--- src/rtl/tx_frame_reader_if.sv ---
// Transmit stream bundle between the TX frame reader and the MAC datapath.
// The master drives the word and its tags; the slave returns tx_ready.
interface tx_frame_reader_if #(
    parameter int WIDTH = 64
) ();
    logic [WIDTH-1:0] tx_data;
    logic             tx_valid;
    logic             tx_ready;
    logic             tx_sop;
    logic             tx_eop;
    logic [7:0]       tx_be;

    modport master (
        output tx_data, tx_valid, tx_sop, tx_eop, tx_be,
        input  tx_ready
    );

    modport slave (
        input  tx_data, tx_valid, tx_sop, tx_eop, tx_be,
        output tx_ready
    );
endinterface

--- src/rtl/tx_frame_reader.sv ---
// Pulls length-prefixed frames out of the TX FIFO and streams them to the MAC
// through a 2-entry skid buffer; malformed frames are drained and counted.
module tx_frame_reader #(
    parameter int WIDTH      = 64,
    parameter int MAX_LEN    = 9600,
    parameter int IFG_CYCLES = 2
) (
    input  logic              clk,
    input  logic              rst_n,
    output logic              fifo_rdreq,
    input  logic [WIDTH-1:0]  fifo_q,
    input  logic              fifo_rdempty,
    tx_frame_reader_if.master tx,
    output logic [31:0]       frame_cnt,
    output logic [15:0]       err_cnt,
    output logic              busy
);
    localparam int CW = 14;
    localparam int GW = (IFG_CYCLES > 1) ? $clog2(IFG_CYCLES) : 1;

    typedef enum logic [2:0] {IDLE, HDR, PAYLOAD, DISCARD, IFG} state_t;
    localparam state_t GAP_STATE = (IFG_CYCLES == 0) ? IDLE : IFG;

    typedef struct packed {
        logic [WIDTH-1:0] data;
        logic             sop;
        logic             eop;
        logic [7:0]       be;
    } entry_t;

    state_t          state_reg, state_next;
    logic [CW-1:0]   words_reg, words_next;
    logic [CW-1:0]   issued_reg, issued_next;
    logic [CW-1:0]   recv_reg, recv_next;
    logic [7:0]      eop_be_reg, eop_be_next;
    logic [GW-1:0]   gap_reg, gap_next;
    logic            inflight_reg;
    logic [1:0]      occ_reg;
    logic            wr_ptr_reg, rd_ptr_reg;
    logic [31:0]     frame_cnt_reg;
    logic [15:0]     err_cnt_reg;

    logic            rd, err_inc, frame_inc, wr_en, pop;
    logic [15:0]     hdr_len;
    logic [CW-1:0]   hdr_words;
    logic [7:0]      hdr_be;
    entry_t          wr_entry;
    entry_t          entry [2];
    entry_t          head;

    assign hdr_len   = fifo_q[15:0];
    assign hdr_words = CW'(({1'b0, hdr_len} + 17'd7) >> 3);
    assign hdr_be    = (hdr_len[2:0] == 3'd0) ? 8'hFF : ((8'h01 << hdr_len[2:0]) - 8'h01);

    assign head        = entry[rd_ptr_reg];
    assign tx.tx_valid = (occ_reg != 2'd0);
    assign tx.tx_data  = head.data;
    assign tx.tx_sop   = head.sop;
    assign tx.tx_eop   = head.eop;
    assign tx.tx_be    = head.be;
    assign pop         = tx.tx_valid & tx.tx_ready;

    // A payload word lands on fifo_q the clock after its read request.
    assign wr_en         = inflight_reg && (state_reg == PAYLOAD);
    assign wr_entry.data = fifo_q;
    assign wr_entry.sop  = (recv_reg == '0);
    assign wr_entry.eop  = (recv_reg == words_reg - CW'(1));
    assign wr_entry.be   = wr_entry.eop ? eop_be_reg : 8'hFF;

    // Keep the request low while reset is held, even though the FSM sits in IDLE.
    assign fifo_rdreq = rd & rst_n;
    assign frame_cnt  = frame_cnt_reg;
    assign err_cnt    = err_cnt_reg;
    assign busy       = (state_reg != IDLE);

    always_comb begin
        state_next  = state_reg;
        words_next  = words_reg;
        issued_next = issued_reg;
        recv_next   = recv_reg;
        eop_be_next = eop_be_reg;
        gap_next    = gap_reg;
        rd          = 1'b0;
        err_inc     = 1'b0;
        frame_inc   = 1'b0;
        case (state_reg)
            IDLE: begin
                if (!fifo_rdempty) begin
                    rd         = 1'b1;
                    state_next = HDR;
                end
            end
            HDR: begin
                issued_next = '0;
                recv_next   = '0;
                words_next  = hdr_words;
                eop_be_next = hdr_be;
                if (hdr_len == 16'd0) begin
                    err_inc    = 1'b1;
                    state_next = IDLE;
                end else if (32'(hdr_len) > MAX_LEN) begin
                    err_inc    = 1'b1;
                    state_next = DISCARD;
                end else begin
                    state_next = PAYLOAD;
                end
            end
            PAYLOAD: begin
                // Never commit more words than the skid buffer can absorb.
                rd = !fifo_rdempty && (issued_reg < words_reg) &&
                     (({1'b0, occ_reg} + {2'b0, inflight_reg}) < (3'd2 + {2'b0, pop}));
                if (rd)           issued_next = issued_reg + CW'(1);
                if (inflight_reg) recv_next   = recv_reg + CW'(1);
                if (pop && head.eop) begin
                    frame_inc  = 1'b1;
                    gap_next   = '0;
                    state_next = GAP_STATE;
                end
            end
            DISCARD: begin
                rd = !fifo_rdempty && (issued_reg < words_reg);
                if (rd)           issued_next = issued_reg + CW'(1);
                if (inflight_reg) recv_next   = recv_reg + CW'(1);
                if (inflight_reg && (recv_reg == words_reg - CW'(1))) begin
                    gap_next   = '0;
                    state_next = GAP_STATE;
                end
            end
            IFG: begin
                if (gap_reg == GW'(IFG_CYCLES - 1)) state_next = IDLE;
                else                                gap_next   = gap_reg + GW'(1);
            end
            default: state_next = IDLE;
        endcase
    end

    always_ff @(posedge clk or negedge rst_n) begin
        if (!rst_n) begin
            state_reg     <= IDLE;
            words_reg     <= '0;
            issued_reg    <= '0;
            recv_reg      <= '0;
            eop_be_reg    <= '0;
            gap_reg       <= '0;
            inflight_reg  <= 1'b0;
            occ_reg       <= '0;
            wr_ptr_reg    <= 1'b0;
            rd_ptr_reg    <= 1'b0;
            frame_cnt_reg <= '0;
            err_cnt_reg   <= '0;
        end else begin
            state_reg    <= state_next;
            words_reg    <= words_next;
            issued_reg   <= issued_next;
            recv_reg     <= recv_next;
            eop_be_reg   <= eop_be_next;
            gap_reg      <= gap_next;
            inflight_reg <= rd;
            occ_reg      <= occ_reg + {1'b0, wr_en} - {1'b0, pop};
            if (wr_en) wr_ptr_reg <= ~wr_ptr_reg;
            if (pop)   rd_ptr_reg <= ~rd_ptr_reg;
            if (frame_inc) frame_cnt_reg <= frame_cnt_reg + 32'd1;
            if (err_inc && (err_cnt_reg != 16'hFFFF)) err_cnt_reg <= err_cnt_reg + 16'd1;
        end
    end

    for (genvar gi = 0; gi < 2; gi++) begin : g_buf
        entry_t entry_reg;
        always_ff @(posedge clk or negedge rst_n) begin
            if (!rst_n)                               entry_reg <= '0;
            else if (wr_en && (wr_ptr_reg == 1'(gi))) entry_reg <= wr_entry;
        end
        assign entry[gi] = entry_reg;
    end
endmodule

--- src/flat_wrapper.sv ---
// flat-port wrapper written by rule: the top's interface ports become plain ports
module tx_frame_reader_flat 
#(
    parameter int WIDTH      = 64,
    parameter int MAX_LEN    = 9600,
    parameter int IFG_CYCLES = 2
)
  (clk, rst_n, fifo_rdreq, fifo_q, fifo_rdempty, frame_cnt, err_cnt, busy, tx_tx_data, tx_tx_valid, tx_tx_sop, tx_tx_eop, tx_tx_be, tx_tx_ready);
  tx_frame_reader_if #(.WIDTH(WIDTH)) tx_i ();
  input  logic clk;
  input  logic rst_n;
  output logic fifo_rdreq;
  input  logic [WIDTH-1:0] fifo_q;
  input  logic fifo_rdempty;
  output logic [31:0] frame_cnt;
  output logic [15:0] err_cnt;
  output logic busy;
  output wire logic [$bits(tx_i.tx_data)-1:0] tx_tx_data;
  output wire logic [$bits(tx_i.tx_valid)-1:0] tx_tx_valid;
  output wire logic [$bits(tx_i.tx_sop)-1:0] tx_tx_sop;
  output wire logic [$bits(tx_i.tx_eop)-1:0] tx_tx_eop;
  output wire logic [$bits(tx_i.tx_be)-1:0] tx_tx_be;
  input wire logic [$bits(tx_i.tx_ready)-1:0] tx_tx_ready;
  assign tx_tx_data = tx_i.tx_data;
  assign tx_tx_valid = tx_i.tx_valid;
  assign tx_tx_sop = tx_i.tx_sop;
  assign tx_tx_eop = tx_i.tx_eop;
  assign tx_tx_be = tx_i.tx_be;
  assign tx_i.tx_ready = tx_tx_ready;
  tx_frame_reader #(.WIDTH(WIDTH), .MAX_LEN(MAX_LEN), .IFG_CYCLES(IFG_CYCLES)) u_core (.clk(clk), .rst_n(rst_n), .fifo_rdreq(fifo_rdreq), .fifo_q(fifo_q), .fifo_rdempty(fifo_rdempty), .tx(tx_i), .frame_cnt(frame_cnt), .err_cnt(err_cnt), .busy(busy));
endmodule
--- config.mk ---
export PLATFORM = sky130hd
export DESIGN_NAME = tx_frame_reader_flat
export DESIGN_NICKNAME = d
export VERILOG_FILES = /design/src/rtl/tx_frame_reader_if.sv /design/src/rtl/tx_frame_reader.sv /design/src/flat_wrapper.sv
export SDC_FILE = /design/constraint.sdc
export NUM_CORES = 1
export LEC_CHECK = 0
export CORE_ASPECT_RATIO = 1.75
export CORE_MARGIN = 2
export CORE_UTILIZATION = 50
export DETAILED_ROUTE_END_ITERATION = 6
export PLACE_DENSITY_LB_ADDON = 0.25
export SLEW_MARGIN = 20
export SYNTH_ARGS = -nofsm -noshare
export SYNTH_HDL_FRONTEND = slang
export SYNTH_SLANG_ARGS = --single-unit
export TNS_END_PERCENT = 50
--- constraint.sdc ---
create_clock -name clk -period 6.1 [get_ports clk]
set_clock_uncertainty 0.05 [all_clocks]
set_input_delay 0.61 -clock clk [delete_from_list [all_inputs] [get_ports clk]]
set_output_delay 0.61 -clock clk [all_outputs]
set_load 0.02 [all_outputs]
; ---- Word level (Yosys, flattened, before mapping)
; Cells that the tools add are included.
[totals]
regBits = 255
in_bits = 68
out_inout_bits = 125
[classes]
add_sub_neg = 12
n_lt_le_gt_ge = 4
eq_ne = 13
shift = 1
n_mux = 28
bitwise_logic = 5
reduce_logical = 23
[op_table]
columns = op, count
row1 = $mux 74, 3
row2 = $mux 14, 3
row3 = $pmux 14 s3, 1
row4 = $add 32x1->32 const B, 1
row5 = $add 14x1->14 const B, 2
row6 = $pmux 14 s2, 1
row7 = $add 16x3->17 const B, 1
row8 = $add 16x1->16 const B, 1
row9 = $gt 16x14->1 const B, 1
row10 = $logic_not 16->1, 1
row11 = $mux 8, 2
row12 = $ne 16x16->1 const B, 1
row13 = $mux 3, 5
row14 = $pmux 3 s5, 1
row15 = $eq 14x14->1, 1
row16 = $logic_not 14->1, 1
row17 = $lt 14x14->1, 1
row18 = $sub 14x1->14 const B, 1
row19 = $mux 1, 10
row20 = $reduce_bool 3->1, 3
row21 = $logic_and 1x1->1, 8
row22 = $ne 2x1->1 const B, 4
row23 = $shl 1x3->8 const A, 1
row24 = $sub 8x1->8 const B, 1
row25 = other kinds (22), 31

; ---- Depth between registers and ports, before layout
; Gate-level depths: netlist (run 1).
[depth]
depth_word = 7
ltp_mapped = 10
ltp_nobuf = 9

; ---- Least setup slack after synthesis (run 1)
; OpenSTA, ideal clock, no wires.
[synth_timing]
path_kind = register to output
startpoint = reg u_core.words_reg[3]
endpoint = out fifo_rdreq
arrival_ns = 2.436
path_slack_ns = 3.004
path_stages_with_launch = 10
path_cell_list = dfrtp_1 inv_1 ha_1 a21o_1 a21o_1 a221oi_1 o221ai_1 or3_1 o21ai_0 and2_1
[synth_between]
elab_chain_cells = 5
[synth_rtl]
columns = item, line
row1 = start: declaration, tx_frame_reader.sv:32  ; logic [CW-1:0] words_reg, words_next;
row2 = start signal: assignment, tx_frame_reader.sv:153  ; words_reg <= words_next;
row3 = $lt 14x14->1 *, "tx_frame_reader.sv:110, tx_frame_reader.sv:121"
row4 = $logic_and 1x1->1 *, "tx_frame_reader.sv:110, tx_frame_reader.sv:121"
row5 = $logic_and 1x1->1, tx_frame_reader.sv:110  ; rd = !fifo_rdempty && (issued_reg < words_reg) &&
row6 = $pmux 1 s3 *, tx_frame_reader.sv:86  ; case (state_reg)
row7 = named net u_core.rd, tx_frame_reader.sv:43  ; logic rd, err_inc, frame_inc, wr_en, pop;
row8 = $and 1x1->1 *, tx_frame_reader.sv:71  ; assign fifo_rdreq = rd & rst_n;
row9 = end: declaration, flat_wrapper.sv:12  ; output logic fifo_rdreq;
; The timed path passes the listed nets; every way through them passes the cells marked *.

; ---- Final worst setup path (run 1)
; Same ends and word-level chain as after synthesis.

==> impl_metrics.env, run 1 <==
export IMPL_run_status="finished, final reports clean"
export IMPL_htreeDepth=1
export IMPL_core_area_sq_mm=0.0245
export IMPL_final_core_util=0.629
export IMPL_rrSetupSlack_ns=2.80
export IMPL_num_vias=9715
export IMPL_drtIter0Drc=567
export IMPL_worst_path_most_repeated_cell="a21o_1"
export IMPL_max_cap_violations=0
export IMPL_rows=76
export IMPL_hold_viol_final=0
export IMPL_largest_reg_flops=148
export IMPL_synth_area_leaders="dfrtp_1 51%, nand2_1 14%, mux2_2 6.9%"
export IMPL_worst_setup_path_start_kind="register"
export IMPL_avgSynthCellArea_sq_um=9.29
export IMPL_cts_buffer_depth=3
export IMPL_synth_enable_flop_cells=0
export IMPL_whs_path_depth=2
export IMPL_netlist_instances=1343
export IMPL_grt_total_usage=0.229
export IMPL_crit_chain="inv_1 -> ha_1 -> a21o_1 -> a21o_1 -> a221oi_1 -> o221ai_1 -> or3_1 -> o21ai_0 -> and2_1 -> clkdlybuf4s50_1"
export IMPL_layout_commonest_cell="nand2_1"
export IMPL_tightest_slew_ns=1.11
export IMPL_root_buffer="clkbuf_16"
export IMPL_synth_yosys_seq_area_share=0.511
export IMPL_gp_congestion=0.880
export IMPL_rr_startpoint="u_core.words_reg[3]$_DFFE_PN0P_"
export IMPL_final_cell_count_no_fill=1827
export IMPL_fp_dieArea_sq_mm=0.0263
export IMPL_grt_pass1_wl_microns=48500
export IMPL_start_util=0.509
export IMPL_nets=1591
export IMPL_ys_seq_elements=255
export IMPL_min_from="u_core.entry[133]$_DFFE_PN0P_"
export IMPL_die_y_microns=213
export IMPL_fin_crit_ns=4.61
export IMPL_crit_reg2reg_capture="u_core.issued_reg[3]$_DFFE_PN0P_"
export IMPL_fillers=2053
export IMPL_reg2regPathDepth=9
export IMPL_slew_viol_final=0
export IMPL_synth_ff_type="dfrtp_1"
export IMPL_hold_worst_slack_ns=0.418
export IMPL_vdd_ir_drop_max_mv=0.335
export IMPL_numCtsBuffers=25
export IMPL_wl_per_cell_microns=16.1
export IMPL_relSlewSlack=0.262
export IMPL_io_pins=193
export IMPL_numPlacedInstances=1784
export IMPL_antenna_cells=0
export IMPL_arrival_ns=3.95
export IMPL_cts_sinks=255
export IMPL_period_share=0.756
export IMPL_syn2layout_area_growth_pct=23.6
export IMPL_cp_required_ns=5.44
export IMPL_dpl_instance_area_sq_mm=0.0146
export IMPL_yosysWarnings=0
export IMPL_final_cell_mix="456 x nand2_1, 254 x dfrtp_1, 191 x clkdlybuf4s50_1, 76 x mux2_2, 73 x nor2_1"
export IMPL_fp_dieW_microns=123
export IMPL_port_buffers=192
export IMPL_first_global_vias=9932
export IMPL_crit_family="compound AO/OA/AOI/OAI gates"
export IMPL_synth_nets=1434
export IMPL_wl_microns=29400
export IMPL_grt_max_degree=80
export IMPL_setup_violations=0
export IMPL_drive_above_1_share=0.101
export IMPL_max_stage_delay_ns=0.61
export IMPL_postCtsResizedCells=0
export IMPL_rsz0062_at_grt="false"
export IMPL_ys_types=64
export IMPL_final_cell_area_sq_mm=0.0154
export IMPL_cts_tree="done"
export IMPL_crit_path_end_kind="output port"
export IMPL_crit_fanout=9
export IMPL_powerDensity_mw_per_mm2=450
export IMPL_path_class="register to output port"
export IMPL_firstDrtPassIters=5
export IMPL_holdCritPathClass="register to register"
export IMPL_synth_top_area_cell="dfrtp_1"
export IMPL_max_freq_mhz=217
export IMPL_dpl_hpwl_microns=19400
export IMPL_grt_overflow=0
export IMPL_hold_path_end="u_core.entry[133]$_DFFE_PN0P_"
export IMPL_synthArstFlopShare=1.00
export IMPL_viasPerCell=5.32
export IMPL_setup_tns_ns=0
export IMPL_synth_top_cell_area_share=0.511
export IMPL_antenna_found_initial=0
export IMPL_clock_latency_ns=0.54
export IMPL_drc=0
export IMPL_clkSlewWorstSetupHoldPaths_ns=0.06
export IMPL_p_leak_nw=6.91
export IMPL_ant_nets=0
export IMPL_worst_path_buf_inv=2
export IMPL_cpMaxStageDelayCell="clkdlybuf4s50_1"
export IMPL_syn_cell_area_sq_mm=0.0125
## what timing repair did
action	in CTS	in global routing
buffers inserted	0	0
hold buffers	1	0
endpoints found under the hold margin	53	0
## worst register-to-register path: cells and delay by family, from the launching register on
kind,cells,cell delay [ns]
adders and majority gates,1,0.30
AOI/OAI and AO/OA,5,1.78
muxes,1,0.19
DFF,1,0.50
and+or+nand+nor,1,0.30
buffers and inverters,1,0.11
## where the power goes
group | internal (mW) | switching, mW
sequential | 2.20 | 0.397
clock | 0.929 | 0.658
combinational | 1.30 | 1.45
total | 4.44 | 2.50
## cell families after synthesis
kind of cell,after synthesis,synth area share
buf+inv,102,0.0326
xor+xnor,92,0.0646
compound gates,108,0.0550
mux,82,0.0734
fa+ha+maj,23,0.0231
flops,255,0.511
simple gates,681,0.240
## routing by layer
layer | GRT usage | vias to the layer above | wire length (microns)
met2 | 0.413 | 222 | 15500
met3 | 0.0518 | 48 | 1700
met5 | 0 | - | 0
met4 | 0.0842 | 0 | 788
li1 | - | 4726 | -
met1 | 0.260 | 4719 | 11400
## through the flow
step	power, mW	worst slack, ns
global placement	5.32	2.11
detailed placement	5.39	2.03
finish	6.94	1.49
CTS	7.00	1.47
floorplan	4.31	3.00
global route	7.38	1.32
## Yosys cell counts (2+ instances only)
cell type and instances:
nand2_1 457, dfrtp_1 255, mux2_2 76, nor2_1 73, clkbuf_1 64, xnor2_1 60
nand3_1 36, o21ai_0 35, xor2_1 32, inv_1 30, a21oi_1 26, nand4_1 25
ha_1 23, and3_1 19, nor3_1 10, nand2b_1 8, a2111oi_0 7, a21o_1 7
nor2_4 7, or3_1 7, a31oi_1 6, mux2i_1 6, and2_1 5, and4_1 4
buf_1 4, nor2b_1 4, nor4_1 4, or2_2 4, a211oi_1 3, a311oi_1 2
a31o_2 2, a41oi_1 2, nand3b_1 2, nor3_2 2, nor3b_1 2, nor4b_1 2
o21ai_2 2, o21bai_1 2, o22ai_1 2, or4_1 2
## area by class of cell
class / count / area (sq um) / area share
repair buffers: 202 / 2000 / 0.130
inverters: 30 / 113 / 0.00730
well taps: 312 / 390 / 0.0253
clock buffers: 35 / 703 / 0.0456
clock inverters: 7 / 121 / 0.00787
flip-flops and latches: 255 / 6380 / 0.414
multi-input cells: 986 / 5710 / 0.370
## worst max-delay path by stage
stage | to | startpoint | slack (ns) | cells after the start
2_1_floorplan | fifo_rdreq | u_core.words_reg[3]$_DFFE_PN0P_ | 3.00 | 9
3_3_place_gp | fifo_rdreq | u_core.words_reg[3]$_DFFE_PN0P_ | 2.11 | 10
3_5_place_dp | fifo_rdreq | u_core.words_reg[3]$_DFFE_PN0P_ | 2.03 | 10
4_1_cts | fifo_rdreq | u_core.words_reg[3]$_DFFE_PN0P_ | 1.47 | 10
5_1_grt | fifo_rdreq | u_core.words_reg[3]$_DFFE_PN0P_ | 1.32 | 10
6_report | fifo_rdreq | u_core.words_reg[3]$_DFFE_PN0P_ | 1.49 | 10
Note: power is estimated with default switching activity, not from simulation.
==> inputs of run 2 (changes only) <==
clock period = 4.65 ns   (was 6.1 ns; I/O delays follow)
==> impl_metrics.env, run 2 (same netlist as run 1, synthesis figures left out) <==
export IMPL_rr_startpoint="u_core.words_reg[0]$_DFFE_PN0P_"
export IMPL_power_frac_comb=0.396
export IMPL_grt_max_degree=104
export IMPL_crit_family="compound AO/OA/AOI/OAI gates"
export IMPL_layout_commonest_cell="nand2_1"
export IMPL_grt_overflow=0
export IMPL_io_pins=193
export IMPL_syn2layout_area_growth_pct=23.7
export IMPL_numCtsBuffers=25
export IMPL_power_frac_seq=0.382
export IMPL_rsz0062_at_grt="false"
export IMPL_crit_reg2reg_capture="u_core.state_reg[2]$_DFFE_PN0P_"
export IMPL_clkSlewWorstSetupHoldPaths_ns=0.06
export IMPL_drc=0
export IMPL_crit_chain="inv_1 -> ha_1 -> a21o_1 -> a21o_1 -> a221oi_1 -> o221ai_1 -> buf_4 -> or3_1 -> o21ai_0 -> and2_1 -> clkdlybuf4s50_1"
export IMPL_drive_above_1_share=0.103
export IMPL_hold_path_end="u_core.entry[110]$_DFFE_PN0P_"
export IMPL_dpl_hpwl_microns=19700
export IMPL_antenna_cells=0
export IMPL_holdCritPathClass="register to register"
export IMPL_reg2regPathDepth=9
export IMPL_htreeDepth=1
export IMPL_whs_path_depth=2
export IMPL_use_met3=0.0540
export IMPL_fin_crit_ns=4.28
export IMPL_ant_nets=0
export IMPL_path_class="register to output port"
export IMPL_relSlewSlack=0.341
export IMPL_num_vias=9717
export IMPL_swShare=0.362
export IMPL_crit_fanout=9
export IMPL_worst_path_most_repeated_cell="a21o_1"
export IMPL_drtIter0Drc=463
export IMPL_p_leak_nw=6.92
export IMPL_cpMaxStageDelayCell="clkdlybuf4s50_1"
export IMPL_setup_violations=0
export IMPL_use_met2=0.412
export IMPL_intPower_mw=5.77
export IMPL_crit_path_end_kind="output port"
export IMPL_min_from="u_core.entry[110]$_DFFE_PN0P_"
export IMPL_hold_viol_final=0
export IMPL_rows=76
export IMPL_worst_setup_path_start_kind="register"
export IMPL_cts_sinks=255
export IMPL_max_stage_delay_ns=0.60
export IMPL_rrSetupSlack_ns=1.45
export IMPL_grt_total_usage=0.229
export IMPL_setup_tns_ns=0
export IMPL_viasPerCell=5.31
export IMPL_dpl_instance_area_sq_mm=0.0146
export IMPL_nets=1593
export IMPL_grt_most_used_layer="met2"
export IMPL_gp_congestion=0.870
export IMPL_grt_pass1_wl_microns=48500
export IMPL_final_cell_area_sq_mm=0.0154
export IMPL_root_buffer="clkbuf_16"
export IMPL_arrival_ns=3.77
export IMPL_cts_tree="done"
export IMPL_slew_viol_final=0
export IMPL_port_buffers=192
export IMPL_largest_reg_flops=148
export IMPL_cp_required_ns=4.14
export IMPL_clock_latency_ns=0.52
export IMPL_antenna_found_initial=0
export IMPL_max_cap_violations=0
export IMPL_p_clk_frac=0.222
export IMPL_max_freq_mhz=234
export IMPL_start_util=0.509
export IMPL_powerDensity_mw_per_mm2=585
export IMPL_vdd_ir_drop_max_mv=0.408
export IMPL_first_global_vias=9889
export IMPL_final_cell_mix="456 x nand2_1, 254 x dfrtp_1, 191 x clkdlybuf4s50_1, 76 x mux2_2, 73 x nor2_1"
export IMPL_power_mw=9.04
export IMPL_postCtsSetupBuffers=0
export IMPL_fp_dieArea_sq_mm=0.0263
export IMPL_wl_per_cell_microns=16.1
export IMPL_wl_microns=29500
export IMPL_power_switching_mw=3.27
export IMPL_worst_path_buf_inv=3
export IMPL_die_y_microns=213
export IMPL_firstDrtPassIters=5
export IMPL_period_share=0.921
export IMPL_tightest_slew_ns=0.989
export IMPL_fp_dieW_microns=123
export IMPL_core_area_sq_mm=0.0245
export IMPL_use_met1=0.262
export IMPL_cts_buffer_depth=3
export IMPL_run_status="finished, final reports clean"
[run 2: final cells by class]
cell class / instances / area (sq um)
clock buffers: 37 / 751
clock inverters: 5 / 56.3
fillers: 2059 / 9090
inverters: 30 / 113
multi-input cells: 986 / 5710
flip-flops and latches: 255 / 6380
well taps: 312 / 390
repair buffers: 204 / 2040
[run 2: metrics by stage]
step	cells	util	worst slack, ns	hold slack [ns]
finish	1829	0.629	0.368	0.418
global route	1829	0.629	0.119	0.435
CTS	1828	0.628	0.347	0.422
detailed placement	1785	0.595	0.933	0.407
global placement	1785	0.595	0.983	0.401
floorplan	1343	-	1.70	0.119
[run 2: power groups by stage]
stage / Combinational, mW / Clock [mW] / Sequential [mW]
final: 3.58 / 2.01 / 3.46
after global routing: 3.94 / 2.13 / 3.55
after CTS: 3.62 / 2.06 / 3.45
after detailed placement: 3.58 / 0 / 3.49
after global placement: 3.53 / 0 / 3.45
after floorplan: 2.38 / 0 / 3.28
[run 2: layer usage]
layer	vias to the layer above	routed length, microns
li1	4738	-
met1	4709	11400
met2	216	15500
met3	54	1710
met4	0	872
met5	-	0
[run 2: worst min-delay path, stage by stage, from the launching register on]
cell	delay [ns]
dfrtp_1	0.34
nand2_1	0.05
nand2_1	0.05
[run 2: what timing repair did]
item	in CTS	in global routing
endpoints found under the setup margin	0	0
hold buffers	1	0
hold endpoints to repair	91	0
gates resized for setup	0	0
[run 2: worst max path at each step]
stage	to	cells after the start	startpoint
floorplan	fifo_rdreq	9	u_core.words_reg[3]$_DFFE_PN0P_
global placement	fifo_rdreq	11	u_core.words_reg[3]$_DFFE_PN0P_
detailed placement	fifo_rdreq	11	u_core.words_reg[3]$_DFFE_PN0P_
CTS	fifo_rdreq	11	u_core.words_reg[3]$_DFFE_PN0P_
global route	fifo_rdreq	11	u_core.words_reg[3]$_DFFE_PN0P_
finish	fifo_rdreq	11	u_core.words_reg[3]$_DFFE_PN0P_
